**config.mk**
```make
export PLATFORM = sky130hd
export DESIGN_NAME = pipe_hazard_ctrl_flat
export DESIGN_NICKNAME = d
export VERILOG_FILES = /design/src/rtl/pipe_hazard_ctrl_pkg.sv /design/src/rtl/pipe_hazard_ctrl_if.sv /design/src/rtl/pipe_hazard_ctrl_fwd_cmp.sv /design/src/rtl/pipe_hazard_ctrl.sv /design/src/flat_wrapper.sv
export SDC_FILE = /design/constraint.sdc
export NUM_CORES = 1
export LEC_CHECK = 0
export CORE_UTILIZATION = 46
export CTS_BUF_LIST = sky130_fd_sc_hd__clkbuf_4 sky130_fd_sc_hd__clkbuf_8
export DETAILED_ROUTE_END_ITERATION = 10
export GPL_TIMING_DRIVEN = 1
export PLACE_DENSITY = 0.89
export SLEW_MARGIN = 5
export SYNTH_ARGS = -nofsm -noshare
export SYNTH_HDL_FRONTEND = slang
export SYNTH_HIERARCHICAL = 1
export SYNTH_SLANG_ARGS = --single-unit
```
**constraint.sdc**
```tcl
create_clock -name clk -period 3.7 [get_ports clk]
set_clock_uncertainty 0.05 [all_clocks]
set_input_delay 0.925 -clock clk [delete_from_list [all_inputs] [get_ports clk]]
set_output_delay 0.925 -clock clk [all_outputs]
set_load 0.01 [all_outputs]
```
**src/rtl/pipe_hazard_ctrl_pkg.sv**
```systemverilog
// Package hazard_pkg
// Purpose : shared constants for the pipeline hazard controller.
//           Forwarding select encodings and the bit layout of a scoreboard
//           entry. An entry holds the head fields {valid, regwrite, load, rd}
//           followed by the source addresses and their "actually read" flags.
// Ports   : none (package)
package hazard_pkg;

  // Forwarding select encodings driven per EX source operand
  localparam logic [1:0] FWD_RF   = 2'd0;
  localparam logic [1:0] FWD_MEM  = 2'd1;
  localparam logic [1:0] FWD_WB   = 2'd2;
  localparam logic [1:0] FWD_RSVD = 2'd3;

  // Scoreboard entry bit offsets (head part, independent of parameters)
  localparam int E_VALID    = 0;
  localparam int E_REGWRITE = 1;
  localparam int E_LOAD     = 2;
  localparam int E_RD       = 3;

  // Width of the head part: valid, regwrite, load and rd
  function automatic int sb_head_width(input int reg_aw);
    return E_RD + reg_aw;
  endfunction

  // Full entry width: head, NUM_SRC source addresses, NUM_SRC used flags
  function automatic int sb_width(input int reg_aw, input int num_src);
    return E_RD + reg_aw + num_src * (reg_aw + 1);
  endfunction

endpackage

```
**src/rtl/pipe_hazard_ctrl_if.sv**
```systemverilog
// Interface pipe_hazard_ctrl_if
// Purpose : bundles the ID-stage instruction fields, pipeline status inputs
//           and hazard control outputs exchanged between the pipeline and
//           the hazard controller.
// Modports: master - pipeline side (drives ID fields and status, reads controls)
//           slave  - hazard controller side
// Signals : id_valid, id_rs, id_rs_used, id_rd, id_regwrite, id_memread,
//           ex_redirect, mem_ready, dbg_halt                       (to ctrl)
//           stall_if, stall_id, flush_id, bubble_ex, freeze, halted,
//           fwd_sel, perf_stall, perf_flush, perf_fwd              (from ctrl)
interface pipe_hazard_ctrl_if #(
  parameter int REG_AW  = 5,
  parameter int NUM_SRC = 2,
  parameter int CNT_W   = 32
);

  logic                        id_valid;
  logic [NUM_SRC*REG_AW-1:0]   id_rs;
  logic [NUM_SRC-1:0]          id_rs_used;
  logic [REG_AW-1:0]           id_rd;
  logic                        id_regwrite;
  logic                        id_memread;
  logic                        ex_redirect;
  logic                        mem_ready;
  logic                        dbg_halt;

  logic                        stall_if;
  logic                        stall_id;
  logic                        flush_id;
  logic                        bubble_ex;
  logic                        freeze;
  logic                        halted;
  logic [NUM_SRC*2-1:0]        fwd_sel;
  logic [CNT_W-1:0]            perf_stall;
  logic [CNT_W-1:0]            perf_flush;
  logic [CNT_W-1:0]            perf_fwd;

  modport master (
    output id_valid, id_rs, id_rs_used, id_rd, id_regwrite, id_memread,
           ex_redirect, mem_ready, dbg_halt,
    input  stall_if, stall_id, flush_id, bubble_ex, freeze, halted,
           fwd_sel, perf_stall, perf_flush, perf_fwd
  );

  modport slave (
    input  id_valid, id_rs, id_rs_used, id_rd, id_regwrite, id_memread,
           ex_redirect, mem_ready, dbg_halt,
    output stall_if, stall_id, flush_id, bubble_ex, freeze, halted,
           fwd_sel, perf_stall, perf_flush, perf_fwd
  );

endinterface

```
**src/rtl/pipe_hazard_ctrl_fwd_cmp.sv**
```systemverilog
// Module hazard_fwd_cmp
// Purpose : forwarding select for one EX source operand, compared against
//           the MEM and WB scoreboard entries. MEM (younger) wins over WB.
// Ports   : rs, rs_used, ex_valid         - the EX source being resolved
//           mem_valid, mem_regwrite, mem_load, mem_rd - MEM entry
//           wb_valid, wb_regwrite, wb_rd  - WB entry
//           sel                           - FWD_RF / FWD_MEM / FWD_WB
module hazard_fwd_cmp
  import hazard_pkg::*;
#(
  parameter int REG_AW = 5
) (
  input  logic [REG_AW-1:0] rs,
  input  logic              rs_used,
  input  logic              ex_valid,
  input  logic              mem_valid,
  input  logic              mem_regwrite,
  input  logic              mem_load,
  input  logic [REG_AW-1:0] mem_rd,
  input  logic              wb_valid,
  input  logic              wb_regwrite,
  input  logic [REG_AW-1:0] wb_rd,
  output logic [1:0]        sel
);

  // A load sitting in MEM has no data yet; the load-use bubble guarantees
  // its consumer reaches EX only once the load is in WB, so it never matches.
  always_comb begin
    sel = FWD_RF;
    if (ex_valid && rs_used && (rs != '0)) begin
      if (mem_valid && mem_regwrite && !mem_load && (mem_rd == rs)) begin
        sel = FWD_MEM;
      end else if (wb_valid && wb_regwrite && (wb_rd == rs)) begin
        sel = FWD_WB;
      end
    end
  end

endmodule

```
**src/rtl/pipe_hazard_ctrl.sv**
```systemverilog
// Module pipe_hazard_ctrl
// Purpose : hazard controller for a 5-stage pipeline. Keeps an EX/MEM/WB
//           scoreboard of in-flight destinations, drives forwarding selects,
//           inserts load-use bubbles, squashes on EX redirects and freezes
//           the pipe on data-memory wait or debug halt.
//           Priority: freeze > redirect > load-use.
// Ports   : clk  - core clock
//           rstn - asynchronous active-low reset
//           hz   - pipe_hazard_ctrl_if.slave (ID fields, status, controls)
// Config  : HAZARD_PERF_CNT_EN - when defined, perf_stall/perf_flush/perf_fwd
//           are saturating event counters; otherwise they are tied to 0.
module pipe_hazard_ctrl #(
  parameter int REG_AW  = 5,
  parameter int NUM_SRC = 2,
  parameter int CNT_W   = 32
) (
  input  logic               clk,
  input  logic               rstn,
  pipe_hazard_ctrl_if.slave  hz
);
  import hazard_pkg::*;

  localparam int HEAD_W   = sb_head_width(REG_AW);
  localparam int ENT_W    = sb_width(REG_AW, NUM_SRC);
  localparam int RS_LSB   = HEAD_W;
  localparam int USED_LSB = HEAD_W + NUM_SRC * REG_AW;

  logic [ENT_W-1:0]     id_ent;
  logic [ENT_W-1:0]     ex_ent;
  logic [HEAD_W-1:0]    mem_ent;
  logic                 wb_valid;
  logic                 wb_regwrite;
  logic [REG_AW-1:0]    wb_rd;
  logic                 halted_q;

  logic                 ex_valid;
  logic [REG_AW-1:0]    ex_rd;
  logic                 freeze;
  logic                 redirect;
  logic                 rs_hit;
  logic                 load_use;
  logic                 capture;
  logic [NUM_SRC*2-1:0] fwd_sel;

  assign ex_valid = ex_ent[E_VALID];
  assign ex_rd    = ex_ent[E_RD +: REG_AW];

  // ID fields packed into scoreboard-entry layout
  always_comb begin
    id_ent                            = '0;
    id_ent[E_VALID]                   = 1'b1;
    id_ent[E_REGWRITE]                = hz.id_regwrite;
    id_ent[E_LOAD]                    = hz.id_memread;
    id_ent[E_RD +: REG_AW]            = hz.id_rd;
    id_ent[RS_LSB +: NUM_SRC*REG_AW]  = hz.id_rs;
    id_ent[USED_LSB +: NUM_SRC]       = hz.id_rs_used;
  end

  // Does any source the ID instruction actually reads hit the EX destination?
  always_comb begin
    rs_hit = 1'b0;
    for (int k = 0; k < NUM_SRC; k++) begin
      if (hz.id_rs_used[k] && (hz.id_rs[k*REG_AW +: REG_AW] == ex_rd)) begin
        rs_hit = 1'b1;
      end
    end
  end

  // Freeze masks everything; a redirect masks the load-use stall because
  // the stalled ID instruction is squashed anyway.
  assign freeze   = !hz.mem_ready || hz.dbg_halt;
  assign redirect = hz.ex_redirect && ex_valid && !freeze;
  assign load_use = hz.id_valid && ex_valid && ex_ent[E_LOAD] &&
                    ex_ent[E_REGWRITE] && (ex_rd != '0) && rs_hit &&
                    !freeze && !redirect;

  assign capture  = hz.id_valid && !hz.stall_id && !hz.bubble_ex && !hz.flush_id;

  assign hz.stall_if  = freeze || load_use;
  assign hz.stall_id  = freeze || load_use;
  assign hz.flush_id  = redirect;
  assign hz.bubble_ex = redirect || load_use;
  assign hz.freeze    = freeze;
  assign hz.halted    = halted_q;
  assign hz.fwd_sel   = fwd_sel;

  // Scoreboard shifts only on non-frozen edges; WB keeps just what
  // forwarding needs.
  always_ff @(posedge clk or negedge rstn) begin
    if (!rstn) begin
      ex_ent      <= '0;
      mem_ent     <= '0;
      wb_valid    <= 1'b0;
      wb_regwrite <= 1'b0;
      wb_rd       <= '0;
    end else if (!freeze) begin
      ex_ent      <= capture ? id_ent : '0;
      mem_ent     <= ex_ent[HEAD_W-1:0];
      wb_valid    <= mem_ent[E_VALID];
      wb_regwrite <= mem_ent[E_REGWRITE];
      wb_rd       <= mem_ent[E_RD +: REG_AW];
    end
  end

  // Halt is reported only once no data access is outstanding
  always_ff @(posedge clk or negedge rstn) begin
    if (!rstn) begin
      halted_q <= 1'b0;
    end else begin
      halted_q <= hz.dbg_halt && hz.mem_ready;
    end
  end

  for (genvar k = 0; k < NUM_SRC; k++) begin : g_fwd
    hazard_fwd_cmp #(.REG_AW(REG_AW)) u_cmp (
      .rs           (ex_ent[RS_LSB + k*REG_AW +: REG_AW]),
      .rs_used      (ex_ent[USED_LSB + k]),
      .ex_valid     (ex_valid),
      .mem_valid    (mem_ent[E_VALID]),
      .mem_regwrite (mem_ent[E_REGWRITE]),
      .mem_load     (mem_ent[E_LOAD]),
      .mem_rd       (mem_ent[E_RD +: REG_AW]),
      .wb_valid     (wb_valid),
      .wb_regwrite  (wb_regwrite),
      .wb_rd        (wb_rd),
      .sel          (fwd_sel[2*k +: 2])
    );
  end

`ifdef HAZARD_PERF_CNT_EN
  logic [CNT_W-1:0] cnt_stall;
  logic [CNT_W-1:0] cnt_flush;
  logic [CNT_W-1:0] cnt_fwd;

  // Saturating event counters; a frozen cycle counts only as a stall
  always_ff @(posedge clk or negedge rstn) begin
    if (!rstn) begin
      cnt_stall <= '0;
      cnt_flush <= '0;
      cnt_fwd   <= '0;
    end else begin
      if ((freeze || load_use) && (cnt_stall != '1)) begin
        cnt_stall <= cnt_stall + CNT_W'(1);
      end
      if (redirect && (cnt_flush != '1)) begin
        cnt_flush <= cnt_flush + CNT_W'(1);
      end
      if (!freeze && (fwd_sel != '0) && (cnt_fwd != '1)) begin
        cnt_fwd <= cnt_fwd + CNT_W'(1);
      end
    end
  end

  assign hz.perf_stall = cnt_stall;
  assign hz.perf_flush = cnt_flush;
  assign hz.perf_fwd   = cnt_fwd;
`else
  assign hz.perf_stall = '0;
  assign hz.perf_flush = '0;
  assign hz.perf_fwd   = '0;
`endif

endmodule

```
**src/flat_wrapper.sv**
```systemverilog
// flat-port wrapper written by rule: the top's interface ports become plain ports
module pipe_hazard_ctrl_flat import hazard_pkg::*;
#(
  parameter int REG_AW  = 5,
  parameter int NUM_SRC = 2,
  parameter int CNT_W   = 32
)
  (clk, rstn, hz_id_valid, hz_id_rs, hz_id_rs_used, hz_id_rd, hz_id_regwrite, hz_id_memread, hz_ex_redirect, hz_mem_ready, hz_dbg_halt, hz_stall_if, hz_stall_id, hz_flush_id, hz_bubble_ex, hz_freeze, hz_halted, hz_fwd_sel, hz_perf_stall, hz_perf_flush, hz_perf_fwd);
  pipe_hazard_ctrl_if #(.REG_AW(REG_AW), .NUM_SRC(NUM_SRC), .CNT_W(CNT_W)) hz_i ();
  input  logic clk;
  input  logic rstn;
  input wire logic [$bits(hz_i.id_valid)-1:0] hz_id_valid;
  input wire logic [$bits(hz_i.id_rs)-1:0] hz_id_rs;
  input wire logic [$bits(hz_i.id_rs_used)-1:0] hz_id_rs_used;
  input wire logic [$bits(hz_i.id_rd)-1:0] hz_id_rd;
  input wire logic [$bits(hz_i.id_regwrite)-1:0] hz_id_regwrite;
  input wire logic [$bits(hz_i.id_memread)-1:0] hz_id_memread;
  input wire logic [$bits(hz_i.ex_redirect)-1:0] hz_ex_redirect;
  input wire logic [$bits(hz_i.mem_ready)-1:0] hz_mem_ready;
  input wire logic [$bits(hz_i.dbg_halt)-1:0] hz_dbg_halt;
  output wire logic [$bits(hz_i.stall_if)-1:0] hz_stall_if;
  output wire logic [$bits(hz_i.stall_id)-1:0] hz_stall_id;
  output wire logic [$bits(hz_i.flush_id)-1:0] hz_flush_id;
  output wire logic [$bits(hz_i.bubble_ex)-1:0] hz_bubble_ex;
  output wire logic [$bits(hz_i.freeze)-1:0] hz_freeze;
  output wire logic [$bits(hz_i.halted)-1:0] hz_halted;
  output wire logic [$bits(hz_i.fwd_sel)-1:0] hz_fwd_sel;
  output wire logic [$bits(hz_i.perf_stall)-1:0] hz_perf_stall;
  output wire logic [$bits(hz_i.perf_flush)-1:0] hz_perf_flush;
  output wire logic [$bits(hz_i.perf_fwd)-1:0] hz_perf_fwd;
  assign hz_i.id_valid = hz_id_valid;
  assign hz_i.id_rs = hz_id_rs;
  assign hz_i.id_rs_used = hz_id_rs_used;
  assign hz_i.id_rd = hz_id_rd;
  assign hz_i.id_regwrite = hz_id_regwrite;
  assign hz_i.id_memread = hz_id_memread;
  assign hz_i.ex_redirect = hz_ex_redirect;
  assign hz_i.mem_ready = hz_mem_ready;
  assign hz_i.dbg_halt = hz_dbg_halt;
  assign hz_stall_if = hz_i.stall_if;
  assign hz_stall_id = hz_i.stall_id;
  assign hz_flush_id = hz_i.flush_id;
  assign hz_bubble_ex = hz_i.bubble_ex;
  assign hz_freeze = hz_i.freeze;
  assign hz_halted = hz_i.halted;
  assign hz_fwd_sel = hz_i.fwd_sel;
  assign hz_perf_stall = hz_i.perf_stall;
  assign hz_perf_flush = hz_i.perf_flush;
  assign hz_perf_fwd = hz_i.perf_fwd;
  pipe_hazard_ctrl #(.REG_AW(REG_AW), .NUM_SRC(NUM_SRC), .CNT_W(CNT_W)) u_core (.clk(clk), .rstn(rstn), .hz(hz_i));
endmodule
```
==> results of run 1 <==
==> worst max-delay path, cell delays in order <==
cell and delay [ns]:
clkdlybuf4s50_1 0.53, xnor2_1 0.13, nand4_1 0.12, o22ai_2 0.26, a21o_1 0.14, clkdlybuf4s50_1 0.53
==> kinds of logic after synthesis <==
logic type / synth area share
buffers and inverters: 0.2979
AOI/OAI and AO/OA: 0.1218
and+or+nand+nor: 0.08920
DFF: 0.3310
xor gates and xnor gates: 0.09655
muxes: 0.06207
other: 0.001378
==> layout by cell type, fill, tap and decap left out, drive strengths merged, types with 2 or more instances in the layout <==
cell / instances
o211ai: 2
nand2: 24
o21ai: 20
dlygate4sd2: 2
dfrtp: 36
nand3: 3
clkbuf: 7
clkdlybuf4s50: 29
xor2: 2
nand4: 6
conb: 96
or4: 4
a32oi: 19
nor2: 4
inv: 2
buf: 6
mux2: 15
dlymetal6s2s: 3
xnor2: 28
nor4b: 2
==> state kept, by name, summed over array words and instances, names as in the netlist <==
signal,flops
u_core/ex_ent,20
u_core/hz.halted,1
u_core/mem_ent,8
u_core/wb_rd,5
u_core/wb_regwrite,1
u_core/wb_valid,1
==> layer usage <==
| metal | vias up | global-route usage | share of wire | routed length (um) |
|---|---|---|---|---|
| met2 | 121 | 0.2722 | 0.48 | 2502 |
| met3 | 8 | 0.03793 | 0.084 | 435 |
| met5 | - | 0 | 0 | 0 |
| met4 | 0 | 0.05091 | 0.012 | 63 |
| met1 | 862 | 0.2393 | 0.42 | 2166 |
| li1 | 855 | - | - | - |
==> what timing repair did <==
item / in CTS / in global routing
buffers inserted: 0 / 1
resized for setup: 2 / 3
setup endpoints to repair: 2 / 1
pin swaps: 2 / 1
==> final timing paths <==
check,from,end,depth (start not counted)
setup / recovery,hz_id_rs[0],hz_bubble_ex,6
hold / removal,u_core/wb_regwrite$_DFFE_PN0N_,u_core/wb_regwrite$_DFFE_PN0N_,1
setup reg to reg,u_core/ex_ent[7]$_DFFE_PN0N_,u_core/ex_ent[0]$_DFFE_PN0N_,5
hold reg to reg,u_core/wb_regwrite$_DFFE_PN0N_,u_core/wb_regwrite$_DFFE_PN0N_,1
max in group asynchronous,rstn,u_core/mem_ent[0]$_DFFE_PN0N_,2
min in group asynchronous,rstn,u_core/ex_ent[0]$_DFFE_PN0N_,2
==> metrics by stage <==
stage	cells	total power [uW]	setup slack, ns
floorplan	382	901.5	0.9188
global placement	384	920.9	0.06019
detailed placement	384	942.5	0.009600
CTS	392	1243	0.04519
global route	393	1315	0.02013
finish	393	1241	0.07923
==> layout make-up <==
type,instances,share of cell area
Tap cell,72,0.03140
Clock inverter,1,0.002617
Inverter,2,0.002617
Clock buffer,7,0.03140
Timing Repair Buffer,40,0.1404
Multi-Input combinational cell,235,0.4775
Sequential cell,36,0.3140
==> power by group <==
group	switching, uW	leakage [uW]	internal, uW
clock	141	0.0000479	159
combinational	169	0.000771	181
sequential	114	0.000455	476
total	425	0.00127	816
==> impl_results.md, run 1 <==
* DRT iter0 DRCs at around 150
* Mapped cell area at around 2700 um^2
* Worst path arrival time at 2.65 ns
* RD Place Congestion at 0.8176
* Die H at a little under 80 um
* Post-synth top area cell: dfrtp_1
* Worst-path fanout max at 3
* Die area at approximately 6200 um^2
* Worst-Skew Late Latency at slightly below 0.3 ns
* # port buffers at 34
* CP Class: input port to output pin
* Antenna-violating nets left at 0
* R2r setup slk at between 2 and 2.5 ns
* Final Util at 0.5116
* Clock Tree Root: clkbuf_8
* Fin crit share at 0.9786
* P&R area growth vs syn at 5.425%
* Reg area at about 900 um^2
* Post-synth top cells: 98 x buf_4, 36 x dfrtp_1, 28 x xnor2_1, 24 x nand2_1, 20 x o21ai_1
* Ports at around 130
* Pins over their slew limit at 0
* Count of cell types in the netlist at 28
* Vias per std cell at 4.697
* Inserted Clock Buffers at 5
* Synth area leaders: dfrtp_1 33%, buf_4 27%, xnor2_1 9.0%
* Worst vdd ir at 0.1946 mV
* Setup TNS at 0 ns
* GRT overflow at 0
* Vias in the first global route at between 1,500 and 2,000
* Slew margin rel. at 0.6132
* Fillers at around 520
* # diodes at 0
* Hold buffers post-CTS at 0
* Area of the multi-input gates at between 1000 and 1500 um^2
* Wirelength per Cell at ~13 um
* Core ar. at 5608 um^2
* EDFF count, synth at 0
* Via count at 1,846
* Count leader, synth: buf_4
* Chip width at slightly below 80 um
* Final setup viols at 0
* Initial antenna violation count at 0
* First-pass GRT wire length at 8286 um
* Synth Instances at about 290
* Initial core utilization at 0.4853
* Final min period at between 3 and 4 ns
* Syn avg cell area at 9.482 um^2
* Worst Tran Pin Value at roughly 0.58 ns
* Leak at roughly 0.0013 uW
* Clk sinks at 36
* Max clock buf depth at 2
* Layout cell share with drive strength beyond 1 at 0.1028
* DP HPWL at between 3000 and 4000 um
* Power per cell area at approximately 430 nW/um^2
* First drt pass iteration count at 4
* DRC at 0
* Top_reg_cell synth: dfrtp_1
* Maximum capacitance violations at 0
* Design area at between 2000 and 3000 um^2
* Unrepaired setup endpoints after global routing: false
* Synth Warn # at 6
* Global Route Usage Sum at 0.1734
* Final hold slack at just under 0.5 ns
* Largest net degree at the start of global routing at 37
* FFs w/ async S/R, synth at 1.000
* Row cnt at 27
* Synth top area share at 0.3310
* Nets at approximately 350
* Fmax at about 280 MHz
* CTS clock-pin slew for the worst setup and hold paths at approximately 0.07 ns
* DRT Wirelength at approximately 5200 um
* Setup crit start kind: input port
* TritonCTS clock tree: done
* Final Hold Vio Count at 0
* Req. time, crit path at 2.72 ns
* Status: complete, no violations
* Sequential-to-total area share from yosys stat at 0.3310
* Hold/Removal Path Class: flop to flop
* Seq cells post-synth at 36
* CTS H-tree lvls at 2
* Placed instance area at between 2000 and 3000 um^2
* CP Capture Type: output pin
No activity file was read; power rests on OpenSTA's default activity.
==> run 2: changes to the inputs <==
--- a/config.mk
+++ b/config.mk
@@ -10,6 +10,7 @@
 export DETAILED_ROUTE_END_ITERATION = 10
 export GPL_TIMING_DRIVEN = 1
 export PLACE_DENSITY = 0.89
+export REMOVE_ABC_BUFFERS = 1
 export SLEW_MARGIN = 5
 export SYNTH_ARGS = -nofsm -noshare
 export SYNTH_HDL_FRONTEND = slang
==> run 2 against run 1 <==
Against the previous run:
- maximum frequency down 0.77%
- non-clock buffer count unchanged
- clock power barely moved
- register-to-register slack barely moved
- final area is 0.44% lower
- routed wire length decreased by 4.7%
- power is 0.23% lower
- global-route usage fell by 0.97 points
- sequential power fell by 0.7%
- critical endpoint unchanged
- largest cell class unchanged
==> impl_results.md, run 2 (synthesis results as in run 1) <==
* Status: complete, no violations
* Fin cells at between 300 and 400
* Worst-Skew Late Latency at between 0.2 and 0.3 ns
* Final Util at 0.5094
* CP Class: input port to output pin
* DRT Wirelength at approximately 5000 um
* RD Place Congestion at about 0.82
* Chip width at roughly 79 um
* Switching Share at 0.3351
* Overall power at 1238 uW
* Global Route Usage Sum at 0.1636
* Largest regs: u_core/ex_ent x20, u_core/mem_ent x8, u_core/wb_rd x5
* Initial antenna violation count at 0
* Hold/Removal Path Class: flop to flop
* Worst path arrival time at approximately 2.7 ns
* P&R area growth vs syn at 4.966%
* Row cnt at 27
* R2R depth at 5
* Commonest non-fill, non-tap cell in the layout: conb_1
* Nets at roughly 350
* Most flop-heavy register: u_core/ex_ent
* Setup crit start kind: input port
* Max reg flops at 20
* Die area at 6228 um^2
* Clock Tree Root: clkbuf_8
* Die H at 78.92 um
* Pint at between 800 and 900 uW
* Unrepaired setup endpoints after global routing: false
* Placed cells at 385
* Fin crit share at 0.9861
* TritonCTS clock tree: done
* # diodes at 0
* Worst setup margin at 0.05128 ns
* CP Capture Type: output pin
* Final Hold Vio Count at 0
* Vias per std cell at about 4.8
* Ports at approximately 130
* Fillers at just over 500
* Worst vdd ir at 0.2693 mV
* Comb power frac at 0.283
* First-pass GRT wire length at between 7000 and 8000 um
* Layout cell share with drive strength beyond 1 at 0.1028
* Wirelength per Cell at between 10 and 15 um
* Hold Crit Depth at 2
* Final setup viols at 0
* CTS clock-pin slew for the worst setup and hold paths at about 0.070 ns
* DRC at 0
* CTS H-tree lvls at 2
* Leak at roughly 0.0013 uW
* Clk sinks at 36
* DP HPWL at approximately 3700 um
* Pins over their slew limit at 0
* Seq pwr share at 0.474
* Setup TNS at 0 ns
* DRT iter0 DRCs at 83
* Inserted Clock Buffers at 5
* Power per cell area at approximately 430 nW/um^2
* Fmax at roughly 270 MHz
* Antenna-violating nets left at 0
* Max clock buf depth at 2
* Clk pwr share at 0.243
* Req. time, crit path at 2.72 ns
* Worst-path fanout max at 3
* Core ar. at around 5600 um^2
* Switch Pwr at between 400 and 500 uW
* Largest net degree at the start of global routing at 37
* # port buffers at 34
* Vias in the first global route at around 1,700
* Final min period at between 3 and 4 ns
* Most frequent cells in the layout: 96 x conb_1, 36 x dfrtp_1, 29 x clkdlybuf4s50_1, 28 x xnor2_1, 24 x nand2_1
* First drt pass iteration count at 4
* Via count at approximately 1,900
* GRT overflow at 0
* Maximum capacitance violations at 0
* Initial core utilization at 0.4853
* Dpl ws at -0.03119 ns
* Area of the multi-input gates at 1370 um^2
* Reg area at between 900 and 1000 um^2
[run 2: changes by cell type in the layout (fill, tap and decap cells not counted), sizes merged]
cell      previous run  this run
clkinvlp             1         0
clkbuf               7         8
[run 2: worst max-delay path: stages]
cell	delay (ns)
clkdlybuf4s50_1	0.54
xnor2_1	0.15
nand4_1	0.12
o22ai_2	0.26
a21o_1	0.14
clkdlybuf4s50_1	0.53
[run 2: what timing repair did]
action                     CTS  global route
setup buffers                0             0
setup endpoints to repair    2             1
pin swaps                    1             1
hold buffers                 0             0
gates resized for setup      2             3
[run 2: path summary, 6_finish.rpt]
| path | start | to | slack (ns) |
|---|---|---|---|
| setup / recovery | hz_id_rs[4] | hz_bubble_ex | 0.05 |
| hold / removal | u_core/ex_ent[19]$_DFFE_PN0N_ | u_core/ex_ent[19]$_DFFE_PN0N_ | 0.46 |
| setup reg to reg | u_core/ex_ent[4]$_DFFE_PN0N_ | u_core/ex_ent[3]$_DFFE_PN0N_ | 2.03 |
| hold reg to reg | u_core/ex_ent[19]$_DFFE_PN0N_ | u_core/ex_ent[19]$_DFFE_PN0N_ | 0.46 |
| max in group asynchronous | rstn | u_core/mem_ent[2]$_DFFE_PN0N_ | 2.29 |
| min in group asynchronous | rstn | u_core/ex_ent[15]$_DFFE_PN0N_ | 0.99 |
[run 2: metal layers]
layer	vias up	GRT usage	routed length [um]
met5	-	0	0
met4	0	0.07091	87
met3	7	0.03563	367
met2	120	0.2722	2504
met1	906	0.2039	1965
li1	864	-	-
[run 2: metrics by stage]
step / area (um^2) / hold slack, ns
3_3_place_gp: 2754 / 0.4368
2_1_floorplan: 2275 / 0.4130
5_1_grt: 2856 / 0.4969
6_report: 2856 / 0.4605
4_1_cts: 2849 / 0.4578
3_5_place_dp: 2754 / 0.4401
[run 2: power groups by stage]
stage          Combinational [uW]  Sequential (uW)  Clock [uW]
2_1_floorplan                 262              559           0
3_3_place_gp                  333              585           0
3_5_place_dp                  351              594           0
4_1_cts                       351              586         306
5_1_grt                       386              599         323
6_report                      350              587         301
[run 2: final cells by class]
| cell class | instances | share of cell area |
|---|---|---|
| clock buffers | 8 | 0.03417 |
| repair buffers | 40 | 0.1367 |
| multi-input cells | 235 | 0.4796 |
| flip-flops and latches | 36 | 0.3154 |
| inverters | 2 | 0.002628 |
| well taps | 72 | 0.03154 |
==> run 3: changes to the inputs <==
--- a/config.mk
+++ b/config.mk
@@ -11,6 +11,7 @@
 export GPL_TIMING_DRIVEN = 1
 export PLACE_DENSITY = 0.89
 export REMOVE_ABC_BUFFERS = 1
+export SKIP_CTS_REPAIR_TIMING = 1
 export SLEW_MARGIN = 5
 export SYNTH_ARGS = -nofsm -noshare
 export SYNTH_HDL_FRONTEND = slang
==> run 3 against run 2 <==
Against the previous run:
- global-route usage unchanged
- critical path depth is the same
- sequential power hardly changed
- clock power barely moved
- power is essentially flat
- highest routed layer unchanged
- critical endpoint is now hz_stall_if
- flip-flop and latch count did not move
- largest cell class unchanged
- final cell count stayed put
- critical path type unchanged
- first-iteration DRC count is 4.8% lower
- combinational power hardly changed
- hold slack about the same
- non-clock buffer count unchanged
- clock-buffer cell count unchanged
==> impl_results.md, run 3 (synthesis results as in run 1) <==
* Clock Tree Root: clkbuf_8
* Clk pwr share at 0.242
* Die area at 6228 um^2
* DRT iter0 DRCs at 79
* Most flop-heavy register: u_core/ex_ent
* Seq pwr share at 0.475
* Worst-path fanout max at 3
* CTS H-tree lvls at 2
* Commonest non-fill, non-tap cell in the layout: conb_1
* Setup TNS at 0 ns
* Final min period at around 3.7 ns
* Global Route Usage Sum at 0.1636
* Final Hold Vio Count at 0
* Fin crit share at 0.9966
* Chip width at between 70 and 80 um
* Worst-Skew Late Latency at around 0.29 ns
* Initial core utilization at 0.4853
* Initial antenna violation count at 0
* Wirelength per Cell at between 10 and 15 um
* DRT Wirelength at between 4000 and 5000 um
* Worst setup margin at between 0.01 and 0.015 ns
* Status: complete, no violations
* Clk sinks at 36
* Pint at approximately 820 uW
* Req. time, crit path at between 2 and 3 ns
* Reg-to-Reg Start: u_core/ex_ent[4]$_DFFE_PN0N_
* Nets at approximately 350
* Vias per std cell at around 4.8
* Core ar. at around 5600 um^2
* Crit path launch: hz_id_rs[4]
* Hold/Removal Path Class: flop to flop
* GRT overflow at 0
* Antenna-violating nets left at 0
* CP Capture Type: output pin
* Worst path arrival time at around 2.7 ns
* Ports at 131
* Fmax at 271.2 MHz
* Largest net degree at the start of global routing at 37
* Switch Pwr at roughly 410 uW
* DRC at 0
* Dpl ws at -0.03119 ns
* Vias in the first global route at 1,665
* Maximum capacitance violations at 0
* Comb power frac at 0.283
* Setup crit start kind: input port
* Worst r2r dst: u_core/ex_ent[3]$_DFFE_PN0N_
* RD Place Congestion at between 0.8 and 0.9
* Final hold slack at 0.4606 ns
* Inserted Clock Buffers at 5
* DP HPWL at around 3700 um
* Switching Share at 0.3344
* Max clock buf depth at 2
* Max reg flops at 20
* Capture point of the worst path: hz_stall_if
* Most frequent cells in the layout: 96 x conb_1, 36 x dfrtp_1, 29 x clkdlybuf4s50_1, 28 x xnor2_1, 24 x nand2_1
* Via count at around 1,900
* Row cnt at 27
* # port buffers at 34
* Pins over their slew limit at 0
* CP Class: input port to output pin
* First-pass GRT wire length at about 7900 um
* CTS clock-pin slew for the worst setup and hold paths at ~0.070 ns
* P&R area growth vs syn at 5.241%
* # diodes at 0
* Worst vdd ir at approximately 0.27 mV
* Leak at 0.001290 uW
* Die H at between 70 and 80 um
* Overall power at 1237 uW
* Final setup viols at 0
* Layout cell share with drive strength beyond 1 at 0.1028
* Largest regs: u_core/ex_ent x20, u_core/mem_ent x8, u_core/wb_rd x5
* Final Util at 0.5107
* TritonCTS clock tree: done
* Power per cell area at between 400 and 500 nW/um^2
* R2r setup slk at 2.04 ns
* First drt pass iteration count at 4
* R2R depth at 5
-- run 3: cell types whose count changed in the layout (fill, tap and decap cells not counted), sizes merged --
| cell | delta |
|---|---|
| dlymetal6s2s | +2 |
| dlygate4sd2 | -2 |
-- run 3: metal layers --
layer,wire length (um),up-vias,share of wire,GRT usage
li1,-,866,-,-
met1,1960,889,0.40,0.2039
met2,2470,122,0.50,0.2722
met3,404,7,0.082,0.03563
met4,87,0,0.018,0.07091
met5,0,-,0,0
-- run 3: metrics by stage --
| step | cells | area [um^2] |
|---|---|---|
| after floorplan | 273 | 2275 |
| after global placement | 385 | 2754 |
| after detailed placement | 385 | 2754 |
| after CTS | 393 | 2851 |
| after global routing | 393 | 2864 |
| final | 393 | 2864 |
-- run 3: critical path, cell delays in order --
cell	delay, ns
clkdlybuf4s50_1	0.53
xnor2_1	0.14
nand4_1	0.12
o22ai_2	0.25
a31o_1	0.21
clkdlybuf4s50_1	0.54
-- run 3: area by class of cell --
type / instances / area, um^2
Clock buffer: 8 / 97.59
Fill cell: 511 / 2744
Inverter: 2 / 7.507
Multi-Input combinational cell: 235 / 1370
Sequential cell: 36 / 900.9
Tap cell: 72 / 90.09
Timing Repair Buffer: 40 / 397.9
-- run 3: worst min path at each step --
stage                                   from                            end  slack (ns)  cells past startpoint
2_1_floorplan  u_core/ex_ent[18]$_DFFE_PN0N_  u_core/ex_ent[18]$_DFFE_PN0N_        0.41                      2
3_3_place_gp   u_core/ex_ent[18]$_DFFE_PN0N_  u_core/ex_ent[18]$_DFFE_PN0N_        0.44                      2
3_5_place_dp   u_core/ex_ent[19]$_DFFE_PN0N_  u_core/ex_ent[19]$_DFFE_PN0N_        0.44                      2
4_1_cts        u_core/ex_ent[19]$_DFFE_PN0N_  u_core/ex_ent[19]$_DFFE_PN0N_        0.46                      2
5_1_grt        u_core/ex_ent[19]$_DFFE_PN0N_  u_core/ex_ent[19]$_DFFE_PN0N_        0.50                      2
6_report       u_core/ex_ent[19]$_DFFE_PN0N_  u_core/ex_ent[19]$_DFFE_PN0N_        0.46                      2
-- run 3: power by group through the flow --
| stage | logic (uW) | clock network, uW | registers (uW) |
|---|---|---|---|
| floorplan | 262 | 0 | 559 |
| global placement | 333 | 0 | 585 |
| detailed placement | 351 | 0 | 594 |
| CTS | 352 | 306 | 586 |
| global route | 387 | 323 | 599 |
| finish | 350 | 299 | 587 |
==> RTL change 1 (flow settings as in run 3) <==
The option `HAZARD_PERF_CNT_EN` is turned on by a define.
--- a/src/rtl/pipe_hazard_ctrl.sv
+++ b/src/rtl/pipe_hazard_ctrl.sv
@@ -10,4 +10,6 @@
 // Config  : HAZARD_PERF_CNT_EN - when defined, perf_stall/perf_flush/perf_fwd
 //           are saturating event counters; otherwise they are tied to 0.
+`define HAZARD_PERF_CNT_EN
+
 module pipe_hazard_ctrl #(
   parameter int REG_AW  = 5,
Behaviour: not the same (a bounded check fails within 4 cycles, from zero or initial values and one cycle with rstn low).
==> RTL change 1 against run 3 <==
  * Die area increased by 130%
  * Worst setup slack improved by 0.047 ns
  * Global-route usage increased by 4.7 points
  * Sequential share of layout area increased by 8.9 points
  * Power increased to 2.8 times the old value
  * Clock power increased to 4.1 times the old value
  * Wire length increased to 2.8 times the old value
  * Sequential cell count increased by 96
  * Register-to-register slack got worse by 1.3 ns
  * Synthesized area increased by 130%
  * Cell area increased to 2.9 times the old value
  * Worst hold slack got worse by 0.015 ns
  * Core utilization increased by 11 points
  * Count of clock-buffer cells in the layout increased by 18
  * Largest power group unchanged
==> RTL change 1: results (changes against run 3) <==
metric	value	unit	change
ir_drop	218	µV	-19%
antenna_found_initial	0		unchanged
met2WireLength	6560	µm	+170%
placed_cell_area	7770	µm²	+180%
fillers	1073		+110%
clk_latency	0.44	ns	+0.15 ns
drt_iter0_drc	362		+360%
power.internal	2.56	mW	+210%
async_flop_share	100	%	unchanged
portBuffers	130		+280%
first_pass_iters	5		+1
dr_wl_met3	735	µm	+82%
outcome	completed		
synth_cell_type_count	42		+50%
dpl.hpwl	9950	µm	+170%
p_leak	3.48	nW	+170%
slowest_stage	clkdlybuf4s50_1		
grt_usage	21.1	%	+4.7 points
use_met3	5.21	%	+1.6 points
p_total	3.46	mW	+180%
grtUsageMet2	32.8	%	+5.6 points
seq_power_share	49.7	%	+2.2 points
synth_area_leaders	dfrtp_1, xnor2_1, nand2_1		
gp_congestion	0.867		+5.8%
final_nets	758		+120%
met1Wirelength	6450	µm	+230%
ys_top_cells_by_count	dfrtp_1, xnor2_1, nand2_1		
crit_fanout	2		-1
grt_pass1_wl	23300	µm	+190%
critical_path.top_delay_family	buffers and inverters		
antenna-diode-count	0		unchanged
seq_area_frac_synth	53.0	%	+20 points
use_met1	28.2	%	+7.8 points
crit_arrival	2.67	ns	-0.04 ns
grt_max_degree	65		+76%
h-tree-depth	4		+2
grt_pass1_vias	4728		+180%
num_vias	4925		+160%
routedWlPerCell	15.3	µm	+22%
pwr-share-comb	14.9	%	-13 points
cts-buffers-inserted	17		+12
max_slew.worst_pin.slew	0.819	ns	
drive_gt1_share	8.37	%	-1.9 points
-- RTL change 1: through the flow --
step | setup WS, ns | setup TNS, ns | instances | hold slack [ns] | utilization [%]
2_1_floorplan | -0.184 | -0.369 | 568 | 0.402 | -
3_5_place_dp | -0.141 | -0.272 | 887 | 0.433 | 58.7
6_report | 0.0592 | 0 | 917 | 0.445 | 61.8
4_1_cts | -0.142 | -0.274 | 917 | 0.444 | 61.7
3_3_place_gp | -0.0283 | -0.0560 | 887 | 0.428 | 58.7
5_1_grt | 0.00470 | 0 | 917 | 0.464 | 61.8
-- RTL change 1: cell families (layout without fill, tap and decap cells) --
group | count (synthesis) | in the layout | share of synthesized area [%]
and+or+nand+nor | 273 | 273 | 22.9
DFF | 132 | 132 | 53.0
xor gates and xnor gates | 122 | 122 | 17.1
AOI/OAI and AO/OA | 29 | 29 | 3.94
buffers and inverters | 23 | 179 | 1.85
adders and majority gates | 3 | 3 | 0.602
muxes | 3 | 3 | 0.542
-- RTL change 1: final timing paths --
kind | startpoint | to | slack (ns) | cells past startpoint
min in group asynchronous | rstn | u_core/hz.perf_fwd[17] | 0.53 | 1
min | u_core/hz.perf_fwd[29] | u_core/hz.perf_fwd[29] | 0.45 | 1
max in group asynchronous | rstn | u_core/ex_ent[18] | 2.33 | 2
max reg2reg | u_core/ex_ent[17] | u_core/hz.perf_fwd[23] | 0.79 | 9
min reg2reg | u_core/hz.perf_fwd[29] | u_core/hz.perf_fwd[29] | 0.45 | 1
max | hz_id_rs[6] | hz_bubble_ex | 0.06 | 7
-- RTL change 1: cell type report --
type	count	area, µm²	area share (%)
clock buffer	26	333	4.07
clock inverter	4	70.1	0.856
inverter	6	22.5	0.275
multi-input combinational	430	2820	34.5
sequential	132	3300	40.4
tap	176	220	2.69
timing repair buffer	143	1410	17.3
==> RTL change 2 (config.mk and constraints of run 3) <==
Made on the original files. `CNT_W` is set to 32 in 3 places; all go to 64.
--- a/src/rtl/pipe_hazard_ctrl_if.sv
+++ b/src/rtl/pipe_hazard_ctrl_if.sv
@@ -12,5 +12,5 @@
   parameter int REG_AW  = 5,
   parameter int NUM_SRC = 2,
-  parameter int CNT_W   = 32
+  parameter int CNT_W   = 64
 );
 
--- a/src/rtl/pipe_hazard_ctrl.sv
+++ b/src/rtl/pipe_hazard_ctrl.sv
@@ -13,5 +13,5 @@
   parameter int REG_AW  = 5,
   parameter int NUM_SRC = 2,
-  parameter int CNT_W   = 32
+  parameter int CNT_W   = 64
 ) (
   input  logic               clk,
--- a/src/flat_wrapper.sv
+++ b/src/flat_wrapper.sv
@@ -4,5 +4,5 @@
   parameter int REG_AW  = 5,
   parameter int NUM_SRC = 2,
-  parameter int CNT_W   = 32
+  parameter int CNT_W   = 64
 )
   (clk, rstn, hz_id_valid, hz_id_rs, hz_id_rs_used, hz_id_rd, hz_id_regwrite, hz_id_memread, hz_ex_redirect, hz_mem_ready, hz_dbg_halt, hz_stall_if, hz_stall_id, hz_flush_id, hz_bubble_ex, hz_freeze, hz_halted, hz_fwd_sel, hz_perf_stall, hz_perf_flush, hz_perf_fwd);
Ports: changed (resized hz_perf_flush, hz_perf_fwd and hz_perf_stall); port bits go from 131 to 227. The function was not compared with the original's and may differ.
==> RTL change 2 against run 3 <==
  * Worst setup slack worse by 0.012 ns
  * Register-to-register slack got worse by 0.10 ns
  * Power grew 2.8%
  * First-iteration DRC count grew 68%
  * Core utilization down 6.2 points
  * Cell area rose by 14%
  * Wire length rose by 15%
  * Count of clock-buffer cells in the layout down 2
  * Synthesized area increased by 26%
  * Sequential cell count is the same
  * Clock power shrank 5%
  * Critical endpoint unchanged
==> RTL change 2: results (changes against run 3) <==
metric	value	unit	change
yosys_warnings	6		unchanged
cts-buffers-inserted	5		unchanged
postSynthAreaPerCell	8.99	µm²	-5.2%
dp_slack	0.00454	ns	+0.0357 ns
grt_max_degree	41		+11%
final_nets	442		+28%
max_flop_register	u_core/ex_ent		
slowest_stage	clkdlybuf4s50_1		
ys_top_cells_by_count	buf_4, dfrtp_1, xnor2_1		
grt_pass1_vias	1726		+3.7%
synth_area_leaders	buf_4, dfrtp_1, xnor2_1		
clkTransAtPathRegs	0.06	ns	
routed_wl	5680	µm	+15%
fin_hold_ws	0.479	ns	+0.0184 ns
crit_path_max_incr_delay	0.53	ns	
r2r_slack	1.94	ns	-0.10 ns
drt_iter0_drc	133		+68%
dpl.hpwl	4410	µm	+18%
antenna-diode-count	0		unchanged
outcome	completed		
ir_drop	160	µV	-40%
synth_cell_type_count	28		unchanged
num_vias	2111		+12%
crit_fanout	3		unchanged
synthFlopType	dfrtp_1		
top_regs	u_core/ex_ent x20, u_core/mem_ent x8, u_core/wb_rd x5		
gp_congestion	0.890		+8.6%
dp_cells	508		+32%
avgViaCountPerCell	4.08		-15%
grt_pass1_wl	8310	µm	+5.1%
drive_gt1_share	8.13	%	-2.1 points
hp-class	reg -> reg		
finalCriticalPeriod	3.70	ns	+0.0120 ns
cts_root_buf	clkbuf_8		
seq_area_frac_synth	26.2	%	-6.9 points
antenna_found_initial	0		unchanged
power.internal	807	µW	-2.1%
p_leak	1.59	nW	+23%
grt_usage	14.0	%	-2.4 points
critical_path.top_delay_family	buffers and inverters		
h-tree-depth	2		unchanged
placed_cell_area	3150	µm²	+14%
==> RTL change 2: power by group through the flow <==
stage | clock network (mW) | logic [mW] | registers [mW]
after global routing | 0.308 | 0.447 | 0.600
after global placement | 0 | 0.376 | 0.584
after floorplan | 0 | 0.304 | 0.559
after CTS | 0.296 | 0.396 | 0.587
after detailed placement | 0 | 0.394 | 0.594
final | 0.284 | 0.399 | 0.588
==> RTL change 2: area by class of cell <==
cell class	instances	area (µm²)
timing repair buffer	41	400
sequential	36	901
clock buffer	6	82.6
inverter	2	7.51
multi-input combinational	331	1730
fill	669	4000
tap	99	124
clock inverter	2	10.0
==> RTL change 2: path summary, 6_finish.rpt <==
check,from,end,cells after the start
worst max-delay path,hz_id_rs[0],hz_stall_if,6
worst min-delay path,u_core/ex_ent[18],u_core/ex_ent[18],2
worst min register to register,u_core/ex_ent[18],u_core/ex_ent[18],2
min in group asynchronous,rstn,u_core/hz.halted,2
worst max register to register,u_core/ex_ent[3],u_core/ex_ent[10],6
max in group asynchronous,rstn,u_core/wb_rd[4],2
==> RTL change 2: per-layer routing <==
| layer | track usage [%] | vias to the layer above | wire length, µm | part of all wire [%] |
|---|---|---|---|---|
| met5 | 0 | - | 0 | 0 |
| met2 | 24.4 | 135 | 3050 | 54 |
| met1 | 16.5 | 1006 | 2200 | 39 |
| met4 | 6.16 | 0 | 72 | 1.3 |
| met3 | 2.99 | 7 | 357 | 6.3 |
| li1 | - | 963 | - | - |
==> RTL change 2: logic make-up after synthesis <==
| logic type | Yosys count | synth area share, % |
|---|---|---|
| buffers and inverters | 207 | 44.5 |
| AOI/OAI and AO/OA | 47 | 9.63 |
| and+or+nand+nor | 47 | 7.05 |
| DFF | 36 | 26.2 |
| xor gates and xnor gates | 30 | 7.63 |
| muxes | 15 | 4.91 |
| other | 1 | 0.109 |
